==> config.mk <==
export PLATFORM = sky130hd
export DESIGN_NAME = riscv32ima_lsu
export DESIGN_NICKNAME = d
export VERILOG_FILES = /design/src/rtl/riscv32ima_pkg.sv /design/src/rtl/riscv32ima_lsu_align.sv /design/src/rtl/riscv32ima_lsu.sv
export SDC_FILE = /design/constraint.sdc
export NUM_CORES = 1
export LEC_CHECK = 0
export CORE_AREA = 5 5 106 118
export DETAILED_ROUTE_END_ITERATION = 8
export DIE_AREA = 0 0 111 123
export GPL_TIMING_DRIVEN = 0
export PLACE_DENSITY = 0.85
export SETUP_SLACK_MARGIN = 0.15
export SLEW_MARGIN = 20
export SYNTH_ARGS = -nofsm -noshare
export SYNTH_HDL_FRONTEND = slang
export SYNTH_SLANG_ARGS = --single-unit
==> constraint.sdc <==
create_clock -name clk -period 9.8 [get_ports clk]
set_clock_uncertainty 0.1 [all_clocks]
set_input_delay 0.98 -clock clk [delete_from_list [all_inputs] [get_ports clk]]
set_output_delay 0.98 -clock clk [all_outputs]
set_load 0.1 [all_outputs]
==> src/rtl/riscv32ima_pkg.sv <==
// Shared constants and types for the RV32IMA load/store path.
// Latency: n/a (declarations only).
// Backpressure: n/a.
package riscv32ima_pkg;

  localparam int XLEN     = 32;
  localparam int FUNC3_W  = 3;
  localparam int OPCODE_W = 7;

  // Major opcodes seen by the LSU; only LOAD and STORE touch memory.
  localparam logic [OPCODE_W-1:0] OPC_LOAD   = 7'b0000011;
  localparam logic [OPCODE_W-1:0] OPC_STORE  = 7'b0100011;
  localparam logic [OPCODE_W-1:0] OPC_OP     = 7'b0110011;
  localparam logic [OPCODE_W-1:0] OPC_OP_IMM = 7'b0010011;
  localparam logic [OPCODE_W-1:0] OPC_LUI    = 7'b0110111;
  localparam logic [OPCODE_W-1:0] OPC_AUIPC  = 7'b0010111;
  localparam logic [OPCODE_W-1:0] OPC_JAL    = 7'b1101111;
  localparam logic [OPCODE_W-1:0] OPC_JALR   = 7'b1100111;
  localparam logic [OPCODE_W-1:0] OPC_AMO    = 7'b0101111;

  // Access width / signedness encodings.
  localparam logic [FUNC3_W-1:0] F3_B  = 3'b000;
  localparam logic [FUNC3_W-1:0] F3_H  = 3'b001;
  localparam logic [FUNC3_W-1:0] F3_W  = 3'b010;
  localparam logic [FUNC3_W-1:0] F3_BU = 3'b100;
  localparam logic [FUNC3_W-1:0] F3_HU = 3'b101;

  typedef enum logic [1:0] {
    IDLE,
    MEM,
    RESP
  } lsu_state_t;

  function automatic logic is_mem_op(input logic [OPCODE_W-1:0] opc);
    return (opc == OPC_LOAD) || (opc == OPC_STORE);
  endfunction

endpackage

==> src/rtl/riscv32ima_lsu_align.sv <==
// Byte-lane steering for stores and lane extraction/extension for loads.
// Latency: purely combinational.
// Backpressure: none; follows its inputs.
module riscv32ima_lsu_align
  import riscv32ima_pkg::*;
(
  input  logic [FUNC3_W-1:0] func3,
  input  logic [1:0]         off,
  input  logic [XLEN-1:0]    st_data,
  input  logic [XLEN-1:0]    ld_rdata,
  output logic [3:0]         be,
  output logic [XLEN-1:0]    wdata,
  output logic [XLEN-1:0]    ld_data
);

  logic [7:0]  byte_sel;
  logic [15:0] half_sel;

  // Halfword lane ignores off[0]; misaligned halves fold onto the aligned half.
  assign byte_sel = ld_rdata[{off, 3'b000} +: 8];
  assign half_sel = ld_rdata[{off[1], 4'b0000} +: 16];

  // Width decode; unlisted encodings behave as a full word.
  always_comb begin
    be      = 4'hF;
    wdata   = st_data;
    ld_data = ld_rdata;
    case (func3)
      F3_B, F3_BU: begin
        be      = 4'b0001 << off;
        wdata   = {4{st_data[7:0]}};
        ld_data = (func3 == F3_B) ? {{24{byte_sel[7]}}, byte_sel} : {24'b0, byte_sel};
      end
      F3_H, F3_HU: begin
        be      = {off[1], off[1], ~off[1], ~off[1]};
        wdata   = {2{st_data[15:0]}};
        ld_data = (func3 == F3_H) ? {{16{half_sel[15]}}, half_sel} : {16'b0, half_sel};
      end
      default: ;
    endcase
  end

endmodule

==> src/rtl/riscv32ima_lsu.sv <==
// Load/store unit: one op at a time from execute, single-beat memory access, in-order result to writeback.
// Latency: pass-through accept->lsu_valid 1 cycle; load/store 1 + cycles to mem_ack + 1.
// Backpressure: ex_ready low in MEM/RESP; mem request and result held stable until mem_ack / lsu_ready.
module riscv32ima_lsu
  import riscv32ima_pkg::*;
#(
  parameter int ADDR_WIDTH     = 32,
  parameter int REG_ADDR_WIDTH = 5,
  parameter int REG_DATA_WIDTH = 32,
  parameter int OPCODE_WIDTH   = 7,
  parameter int FUNC3_WIDTH    = 3
) (
  input  logic                      clk,
  input  logic                      nrst,
  input  logic                      ex_valid,
  output logic                      ex_ready,
  input  logic [OPCODE_WIDTH-1:0]   ex_opcode,
  input  logic [FUNC3_WIDTH-1:0]    ex_func3,
  input  logic [REG_ADDR_WIDTH-1:0] ex_reg_addr,
  input  logic [ADDR_WIDTH-1:0]     ex_mem_addr,
  input  logic [REG_DATA_WIDTH-1:0] ex_data,
  output logic                      mem_req,
  output logic                      mem_we,
  output logic [ADDR_WIDTH-1:0]     mem_addr,
  output logic [3:0]                mem_be,
  output logic [REG_DATA_WIDTH-1:0] mem_wdata,
  input  logic                      mem_ack,
  input  logic [REG_DATA_WIDTH-1:0] mem_rdata,
  output logic                      lsu_valid,
  input  logic                      lsu_ready,
  output logic [OPCODE_WIDTH-1:0]   lsu_opcode,
  output logic [REG_ADDR_WIDTH-1:0] lsu_reg_addr,
  output logic [ADDR_WIDTH-1:0]     lsu_mem_addr,
  output logic [REG_DATA_WIDTH-1:0] lsu_data
);

  lsu_state_t                state_q, state_d;
  logic [OPCODE_WIDTH-1:0]   opcode_q, opcode_d;
  logic [FUNC3_WIDTH-1:0]    func3_q, func3_d;
  logic [REG_ADDR_WIDTH-1:0] rd_q, rd_d;
  logic [ADDR_WIDTH-1:0]     addr_q, addr_d;
  // Holds store/pass-through data on entry, replaced by the extended load value on ack.
  logic [REG_DATA_WIDTH-1:0] data_q, data_d;

  logic [3:0]                al_be;
  logic [REG_DATA_WIDTH-1:0] al_wdata;
  logic [REG_DATA_WIDTH-1:0] al_ld_data;

  // Steering runs off captured fields only, so memory outputs cannot glitch during MEM.
  riscv32ima_lsu_align u_align (
    .func3    (func3_q),
    .off      (addr_q[1:0]),
    .st_data  (data_q),
    .ld_rdata (mem_rdata),
    .be       (al_be),
    .wdata    (al_wdata),
    .ld_data  (al_ld_data)
  );

  assign ex_ready     = nrst && (state_q == IDLE);
  assign mem_req      = (state_q == MEM);
  assign mem_we       = (state_q == MEM) && (opcode_q == OPC_STORE);
  assign mem_be       = (state_q == MEM) ? al_be : 4'h0;
  assign mem_addr     = {addr_q[ADDR_WIDTH-1:2], 2'b00};
  assign mem_wdata    = al_wdata;
  assign lsu_valid    = (state_q == RESP);
  assign lsu_opcode   = opcode_q;
  assign lsu_reg_addr = rd_q;
  assign lsu_mem_addr = addr_q;
  assign lsu_data     = data_q;

  // Next-state and capture logic for the IDLE -> MEM -> RESP sequence.
  always_comb begin
    state_d  = state_q;
    opcode_d = opcode_q;
    func3_d  = func3_q;
    rd_d     = rd_q;
    addr_d   = addr_q;
    data_d   = data_q;
    case (state_q)
      IDLE: begin
        if (ex_valid) begin
          opcode_d = ex_opcode;
          func3_d  = ex_func3;
          rd_d     = ex_reg_addr;
          addr_d   = ex_mem_addr;
          data_d   = ex_data;
          state_d  = is_mem_op(ex_opcode) ? MEM : RESP;
        end
      end
      MEM: begin
        if (mem_ack) begin
          if (opcode_q == OPC_LOAD) data_d = al_ld_data;
          state_d = RESP;
        end
      end
      RESP: begin
        if (lsu_ready) state_d = IDLE;
      end
      default: state_d = IDLE;
    endcase
  end

  // Control state resets; datapath registers are don't-care until captured.
  always_ff @(posedge clk) begin
    if (!nrst) state_q <= IDLE;
    else       state_q <= state_d;
    opcode_q <= opcode_d;
    func3_q  <= func3_d;
    rd_q     <= rd_d;
    addr_q   <= addr_d;
    data_q   <= data_d;
  end

endmodule

# ---- Word-level counts from Yosys, hierarchy flattened
# Cells that the tools add are included.
dict set report totals {
  regBits 81
  latchBits 0
  ramBits 0
  mem_bits_ro 0
  input_bits 116
  output_inout_bits 148
  word_cells 49
  memories 0
}
dict set report op_classes {
  addsub 0
  n_mul 0
  n_div 0
  order_cmp 0
  eq_ne 13
  shifts 3
  mux 15
  bitwise_logic 1
  n_reduce_logical 11
}
# op n
set ops {}
lappend ops {{$pmux W32 S2} 3}
lappend ops {{$mux W32} 5}
lappend ops {{$shiftx A32 B6 Y16} 1}
lappend ops {{$shiftx A32 B6 Y8} 1}
lappend ops {{$eq A7 B2 Y1 const B} 2}
lappend ops {{$eq A7 B6 Y1 const B} 2}
lappend ops {{$mux W2} 4}
lappend ops {{$pmux W4 S2} 1}
lappend ops {{$eq A3 B3 Y1 const B} 2}
lappend ops {{$ne A2 B1 Y1 const B} 3}
lappend ops {{$pmux W2 S3} 1}
lappend ops {{$mux W4} 1}
lappend ops {{$reduce_and A4 Y1} 1}
lappend ops {{$reduce_or A2 Y1} 2}
lappend ops {{$shl A1 B2 Y4 const A} 1}
lappend ops {{$eq A3 B1 Y1 const B} 1}
lappend ops {{$logic_not A3 Y1} 1}
lappend ops {{$reduce_and A3 Y1} 1}
lappend ops {{$eq A2 B1 Y1 const B} 1}
lappend ops {{$eq A2 B2 Y1 const B} 1}
lappend ops {{$logic_and A1 B1 Y1} 2}
lappend ops {{$logic_not A2 Y1} 1}
lappend ops {{$ne A2 B2 Y1 const B} 1}
lappend ops {{$reduce_and A2 Y1} 1}
lappend ops {{3 further kinds} 3}

# ---- Depth between registers and ports, before layout
# Gate-level depths: netlist of the first run.
dict set report logic_depth {
  ltp_word 6
  mapped_depth 7
  mapped_depth_nobuf 5
}

# ---- Modules after synthesis
# Synthesis of the first run repeated with hierarchy kept, for this count alone.
dict set report unflattened {
  hier_cells 332
  hier_area_um2 4342.9
}
# mod instances cells_per_inst area_each_um2 seq_area_each_um2
set modules_own_cells {}
lappend modules_own_cells {riscv32ima_lsu 1 174 3240.6 2412.3}
lappend modules_own_cells {riscv32ima_lsu_align 1 158 1102.3 0.0}

# ---- Worst setup path after synthesis of the first run
# OpenSTA, ideal clock, no wires.
dict set report synth_path {
  kind {flip-flop to output port}
  start {reg data_q[0], in the netlist lsu_data[0]}
  end {out mem_wdata[24]}
  arrival_ns 3.248
  required_ns 8.720
  slack_ns 5.472
  path_stages_with_launch 3
  path_buffers 0
  cell_sequence {edfxtp_1 > mux2i_1 > o21ai_0}
}
dict set report synth_between {
  elab_chain_len 1
}
# element line
set synth_rtl {}
lappend synth_rtl {{from (decl)} riscv32ima_lsu.sv:43} ;# logic [REG_DATA_WIDTH-1:0] data_q, data_d;
lappend synth_rtl {{from (signal assigned)} riscv32ima_lsu.sv:112} ;# data_q <= data_d;
lappend synth_rtl {{$pmux W32 S2} riscv32ima_lsu_align.sv:28} ;# case (func3)
lappend synth_rtl {{to (decl)} riscv32ima_lsu.sv:26} ;# output logic [REG_DATA_WIDTH-1:0] mem_wdata,
# Every way passes these cells.

# ---- Worst setup path in the final report of the first run
dict set report layout_path {
  start {reg func3_q[1]}
  end {out mem_be[2]}
}
dict set report layout_between {
  elab_chain_len 4
  word_cells_on_any_way 8
  classes_between {eq/ne: 3; mux: 2; reduce/logical: 3}
}
# element line
set layout_rtl {}
lappend layout_rtl {{from (decl)} riscv32ima_lsu.sv:39} ;# logic [FUNC3_WIDTH-1:0] func3_q, func3_d;
lappend layout_rtl {{from (signal assigned)} riscv32ima_lsu.sv:109} ;# func3_q <= func3_d;
lappend layout_rtl {{$eq A3 B3 Y1, or another cell as far along} riscv32ima_lsu_align.sv:28}
lappend layout_rtl {{$reduce_or A2 Y1} riscv32ima_lsu_align.sv:28}
lappend layout_rtl {{$pmux W4 S2 (*)} riscv32ima_lsu_align.sv:28}
lappend layout_rtl {{$mux W4 (*)} riscv32ima_lsu.sv:63} ;# assign mem_be = (state_q == MEM) ? al_be : 4'h0;
lappend layout_rtl {{to (decl)} riscv32ima_lsu.sv:25} ;# output logic [3:0] mem_be,
# Every way passes the cells marked *; elsewhere a longest branch is shown, timed or not.

==> results by group, run 1 <==
Job
  – Max-Cap Viols: 0

Cells and area
  – Area of the multi-input gates: 0.00155 mm2
  – Share of layout cells above drive strength 1: 16.2%
  – Seq. cell area: 0.00241 mm2
  – FILL cells: 831
  – Most common cell after layout, fill and taps aside: clkdlybuf4s50_1
  – Nets: 788
  – Area Growth Syn to Fin: 71.4%
  – Commonest non-fill, non-tap cells in the layout: clkdlybuf4s50_1 (261), edfxtp_1 (79), buf_4 (42)
  – Antenna cell count: 0

Pwr
  – PwrDens: 167 mW/mm2
  – Peak supply drop: 0.116 mV
  – Static leakage: 2.88 nW
  – Total power: 0.00127 W

Route
  – Wire length per cell: 21.8 um
  – DRT Pass-1 Iters: 5
  – Drt via density: 5.32
  – DRC: 0
  – Antenna violation net count after detailed routing: 0
  – Routed vias: 4401
  – Final WL: 18100 um
  – Detailed Route Iter0 Violations: 314

Setup path
  – R2R cell count: 4
  – CP startpoint kind: flop
  – Crit Path Max Fanout: 10
  – Crit path kind: reg -> out
  – CP required: 8720 ps
  – CP endpoint kind: output port
  – Reg2Reg Setup Slack: 7530 ps
  – Critical Path AT: 3080 ps

STA
  – Rel. slew slack: 23.9%
  – RSZ-0062 raised after global routing: false
  – Setup violations, final: 0
  – Final setup TNS: 0 ps
  – Hold Fails Final Rpt: 0
  – Fmax: 240 MHz
  – Period utilization: 42.5%
  – Max-slew violations: 0
  – Final min period: 4160 ps
  – Worst Max-Slew Pin Slew: 1140 ps

Global route
  – Initial antenna violation count: 0
  – Global-route wire length before repair: 26800 um
  – GRT Overall Usage: 26.1%
  – Largest net degree at the start of global routing: 29
  – Grt total ovfl: 0
  – Number of global-route vias before repair: 4691

Logic synthesis
  – Number of flops mapped to enable cells by yosys: 79
  – Top_reg_cell synth: edfxtp_1
  – Sequential element share of the synthesized area: 54.2%
  – Ys Warns: 0
  – Synth Instances: 397
  – Post-synth ARST share: 0%
  – Flops & latches, synth: 81
  – Avg Cell Area, Syn: 11.2 um2
  – Cell variety after synth: 37
  – Netlist Area Pre-Place: 0.00445 mm2

Place
  – Routability cong.: 0.897
  – Post-DP HPWL: 13800 um
  – IO Port Bufs: 261

Die
  – Core footprint: 0.0112 mm2
  – Die ar.: 0.0137 mm2
  – Initial Util: 39.6%
  – Top-Level Pins: 264
  – Die Ht: 123 um
  – Chip Width: 111 um
  – Cell Rows: 41

Clocking
  – Hold-fix buffers, CTS: 0
  – Worst skew pair latency: 340 ps
  – CTS tree: done
  – Clock slew at the register clock pins of the worst setup and hold paths: 60 ps
  – Clk sinks: 81
  – Post-CTS Setup Repair Bufs: 0
  – # resized after CTS: 0
  – Root Driver: clkbuf_16
  – Clk buf depth: 2
  – CTS buffer count: 9
  – H-tree depth: 3

Run status
  – Status: complete, no violations

Worst hold path
  – Hold depth: 2
  – Worst min-delay path class: reg -> reg
==> metrics by stage <==
stage	hold slack [ps]	utilization (%)	instance area (um2)	cells	worst slack, ps
after global routing	513	67.9	7630	827	5540
final	474	67.9	7630	827	5640
after CTS	467	67.9	7630	827	5670
after global placement	438	64.6	7250	809	5030
after detailed placement	455	65.2	7330	811	5910
after floorplan	410	-	4450	398	5470
==> kinds of logic (layout without fill, tap and decap cells) <==
logic type             count (synthesis)  in the layout  share of synthesized area, %
AO/OA/AOI/OAI                        115            115                          17.4
buffers and inverters                 82            361                          11.5
flip-flops                            81             81                          54.2
multiplexers                          33             33                          8.35
other                                  1              2                        0.0843
AND/OR/NAND/NOR                       85             85                          8.49
==> critical path, cell delays in order, from the launching register on <==
cell             delay [ps]
edfxtp_1                310
buf_2                   200
buf_4                   200
clkbuf_1                610
a21oi_1                  80
nor2_1                  170
clkdlybuf4s50_1        1170
==> worst paths after layout <==
| kind | startpoint | to |
|---|---|---|
| max | func3_q[1] | mem_be[2] |
| min | state_q[0] | state_q[0] |
| max reg2reg | func3_q[1] | lsu_data[10] |
| min reg2reg | state_q[0] | state_q[0] |
==> report_power, final <==
part | internal, W | switching (W)
logic | 0.000141 | 0.000362
registers | 0.000407 | 0.0000148
clock network | 0.000199 | 0.000148
total | 0.000747 | 0.000525
==> Yosys cell counts (2+ instances only) <==
cell type,n,area share [%]
a221oi_1,19,3.7
nor2b_1,2,0.28
mux2i_1,9,2.0
clkbuf_1,7,0.59
a22o_1,13,2.6
nor4_1,2,0.28
buf_6,4,1.0
inv_1,14,1.2
o21ai_0,22,2.5
and3_1,4,0.56
nor2_1,35,3.0
a211oi_1,16,2.7
dfxtp_1,2,0.90
mux2_2,23,5.8
nand3_1,2,0.22
nand2_1,28,2.4
nand2b_1,6,0.84
inv_2,2,0.17
buf_4,42,7.1
a21oi_1,38,4.3
edfxtp_1,79,53
buf_2,13,1.5
==> sequential cells by signal (all words and copies together) (netlist names) <==
register and count:
lsu_opcode 7, func3_q 3, state_q 2, lsu_mem_addr 32, lsu_reg_addr 5, lsu_data 32
==> layout make-up <==
class | count | area share, %
repair buffers | 263 | 35.0
flip-flops and latches | 81 | 31.6
multi-input cells | 235 | 20.3
plain buffers | 66 | 5.92
clock buffers | 9 | 2.95
well taps | 150 | 2.46
clock inverters | 7 | 1.00
inverters | 16 | 0.787
==> routing by layer <==
metal,share of wire [%],global-route usage [%],vias to the layer above
li1,-,-,1984
met1,34,27.1,2065
met2,50,45.7,307
met3,12,9.84,45
met4,4.1,14.9,0
met5,0,0,-
Power figures use the tool's default switching activity.
==> inputs of run 2 (changes only) <==
- CORE_AREA: 5 5 106 118 -> 5 5 116 128
- DIE_AREA: 0 0 111 123 -> 0 0 121 133
- PLACE_DENSITY: 0.85 -> 0.76
- clock period: 9.8 -> 3.49 ns (I/O delays scaled with it)
==> results by group, run 2 (synthesis results as in run 1) <==
Die
  – Initial Util: 32.8%
  – Top-Level Pins: 264
  – Die Ht: 133 um
  – Cell Rows: 45
  – Die ar.: 0.0161 mm2
  – Chip Width: 121 um
  – Core footprint: 0.0136 mm2

Global route
  – Number of global-route vias before repair: 4587
  – Grt total ovfl: 0
  – Initial antenna violation count: 0
  – M3 GR Usage: 10.9%
  – GRT Overall Usage: 22.1%
  – Largest net degree at the start of global routing: 31
  – GR Util met2: 38.2%
  – Global-route wire length before repair: 26800 um
  – Met1 Usage GRT: 23.4%
  – Most Used Layer, Global Route: met2

Cells and area
  – Commonest non-fill, non-tap cells in the layout: clkdlybuf4s50_1 (241), edfxtp_1 (79), buf_4 (42)
  – Nets: 788
  – Antenna cell count: 0
  – Final Core Density: 56.3%
  – Fin area: 0.00764 mm2
  – Seq. cell area: 0.00241 mm2
  – Area of the multi-input gates: 0.00156 mm2
  – Most common cell after layout, fill and taps aside: clkdlybuf4s50_1
  – Share of layout cells above drive strength 1: 16.5%
  – Area Growth Syn to Fin: 71.8%
  – FILL cells: 1184

Setup path
  – CP endpoint kind: output port
  – Cell family with most CP delay: buffers and inverters
  – Sum of buffers and inverters on the critical path: 3
  – RR Endpoint: lsu_data[8]
  – R2R Path Start: func3_q[1]
  – CP cell instances: nand2b_1 -> buf_2 -> buf_2 -> a21oi_2 -> clkdlybuf4s50_1
  – Critical Path AT: 2790 ps
  – Reg2Reg Setup Slack: 1130 ps
  – CP required: 3040 ps
  – Slowest cell on crit path: clkdlybuf4s50_1
  – R2R cell count: 4
  – CP startpoint kind: flop
  – Slowest stage delay, CP: 1180 ps
  – Crit path kind: reg -> out
  – Crit Path Max Fanout: 10
  – Crit path top cell by count: buf_2

Clocking
  – Post-CTS Setup Repair Bufs: 0
  – Clock slew at the register clock pins of the worst setup and hold paths: 70 ps
  – Clk sinks: 81
  – # resized after CTS: 19
  – Hold-fix buffers, CTS: 0
  – Clk buf depth: 2
  – Worst skew pair latency: 340 ps
  – Root Driver: clkbuf_16
  – CTS tree: done
  – CTS buffer count: 9
  – H-tree depth: 3

Route
  – Detailed Route Iter0 Violations: 322
  – Routed vias: 4370
  – Wire length per cell: 21.4 um
  – Drt via density: 5.05
  – Antenna violation net count after detailed routing: 0
  – DRT Pass-1 Iters: 5
  – Final WL: 18500 um
  – DRC: 0

Place
  – IO Port Bufs: 261
  – Place WS: 364 ps
  – Post-DP HPWL: 14400 um
  – Placed Area: 0.00738 mm2
  – Routability cong.: 0.868

STA
  – Final min period: 3240 ps
  – RSZ-0062 raised after global routing: false
  – Setup violations, final: 0
  – Worst Max-Slew Pin Slew: 1140 ps
  – Hold Fails Final Rpt: 0
  – Fmax: 309 MHz
  – Max-slew violations: 0
  – Period utilization: 92.7%
  – Rel. slew slack: 23.8%
  – Worst setup margin: 253 ps
  – Hold Slack: 460 ps

Job
  – Max-Cap Viols: 0

Run status
  – Status: complete, no violations

Worst hold path
  – Worst hold endpoint: lsu_mem_addr[4]
  – Worst min-delay path class: in -> reg
  – Hold depth: 1
  – HP Start: ex_mem_addr[4]

Pwr
  – PwrDens: 459 mW/mm2
  – Peak supply drop: 0.282 mV
  – Static leakage: 2.93 nW
  – Total power: 0.00351 W
==> run 2: worst max path at each step <==
| stage | depth (start not counted) | from | endpoint |
|---|---|---|---|
| 2_1_floorplan | 5 | lsu_mem_addr[1] | mem_be[0] |
| 3_3_place_gp | 3 | ex_valid | lsu_mem_addr[12] |
| 5_1_grt | 5 | state_q[1] | mem_be[3] |
| 4_1_cts | 5 | state_q[1] | mem_be[3] |
| 6_report | 5 | state_q[1] | mem_be[3] |
| 3_5_place_dp | 6 | func3_q[1] | mem_be[2] |
==> run 2: metrics by stage <==
step | TNS [ps] | cells
after floorplan | 0 | 398
after global placement | -32110 | 847
after detailed placement | 0 | 849
after CTS | 0 | 865
after global routing | 0 | 865
final | 0 | 865
==> run 2: where the power goes <==
part	internal, W	switching (W)
combinational	0.000382	0.00102
clock	0.000509	0.000414
sequential	0.00114	0.0000413
==> run 2: final cells by class <==
type / count / share of cell area (%)
buffer: 66 / 5.91
sequential: 81 / 31.6
inverter: 16 / 0.786
multi-input combinational: 235 / 20.4
clock buffer: 10 / 3.13
clock inverter: 6 / 0.671
tap: 188 / 3.08
timing repair buffer: 263 / 34.5
==> run 2: per-layer routing <==
metal | vias to the layer above | wire [um]
met4 | 0 | 532
li1 | 1993 | -
met5 | - | 0
met1 | 2069 | 6510
met2 | 278 | 8980
met3 | 30 | 2510
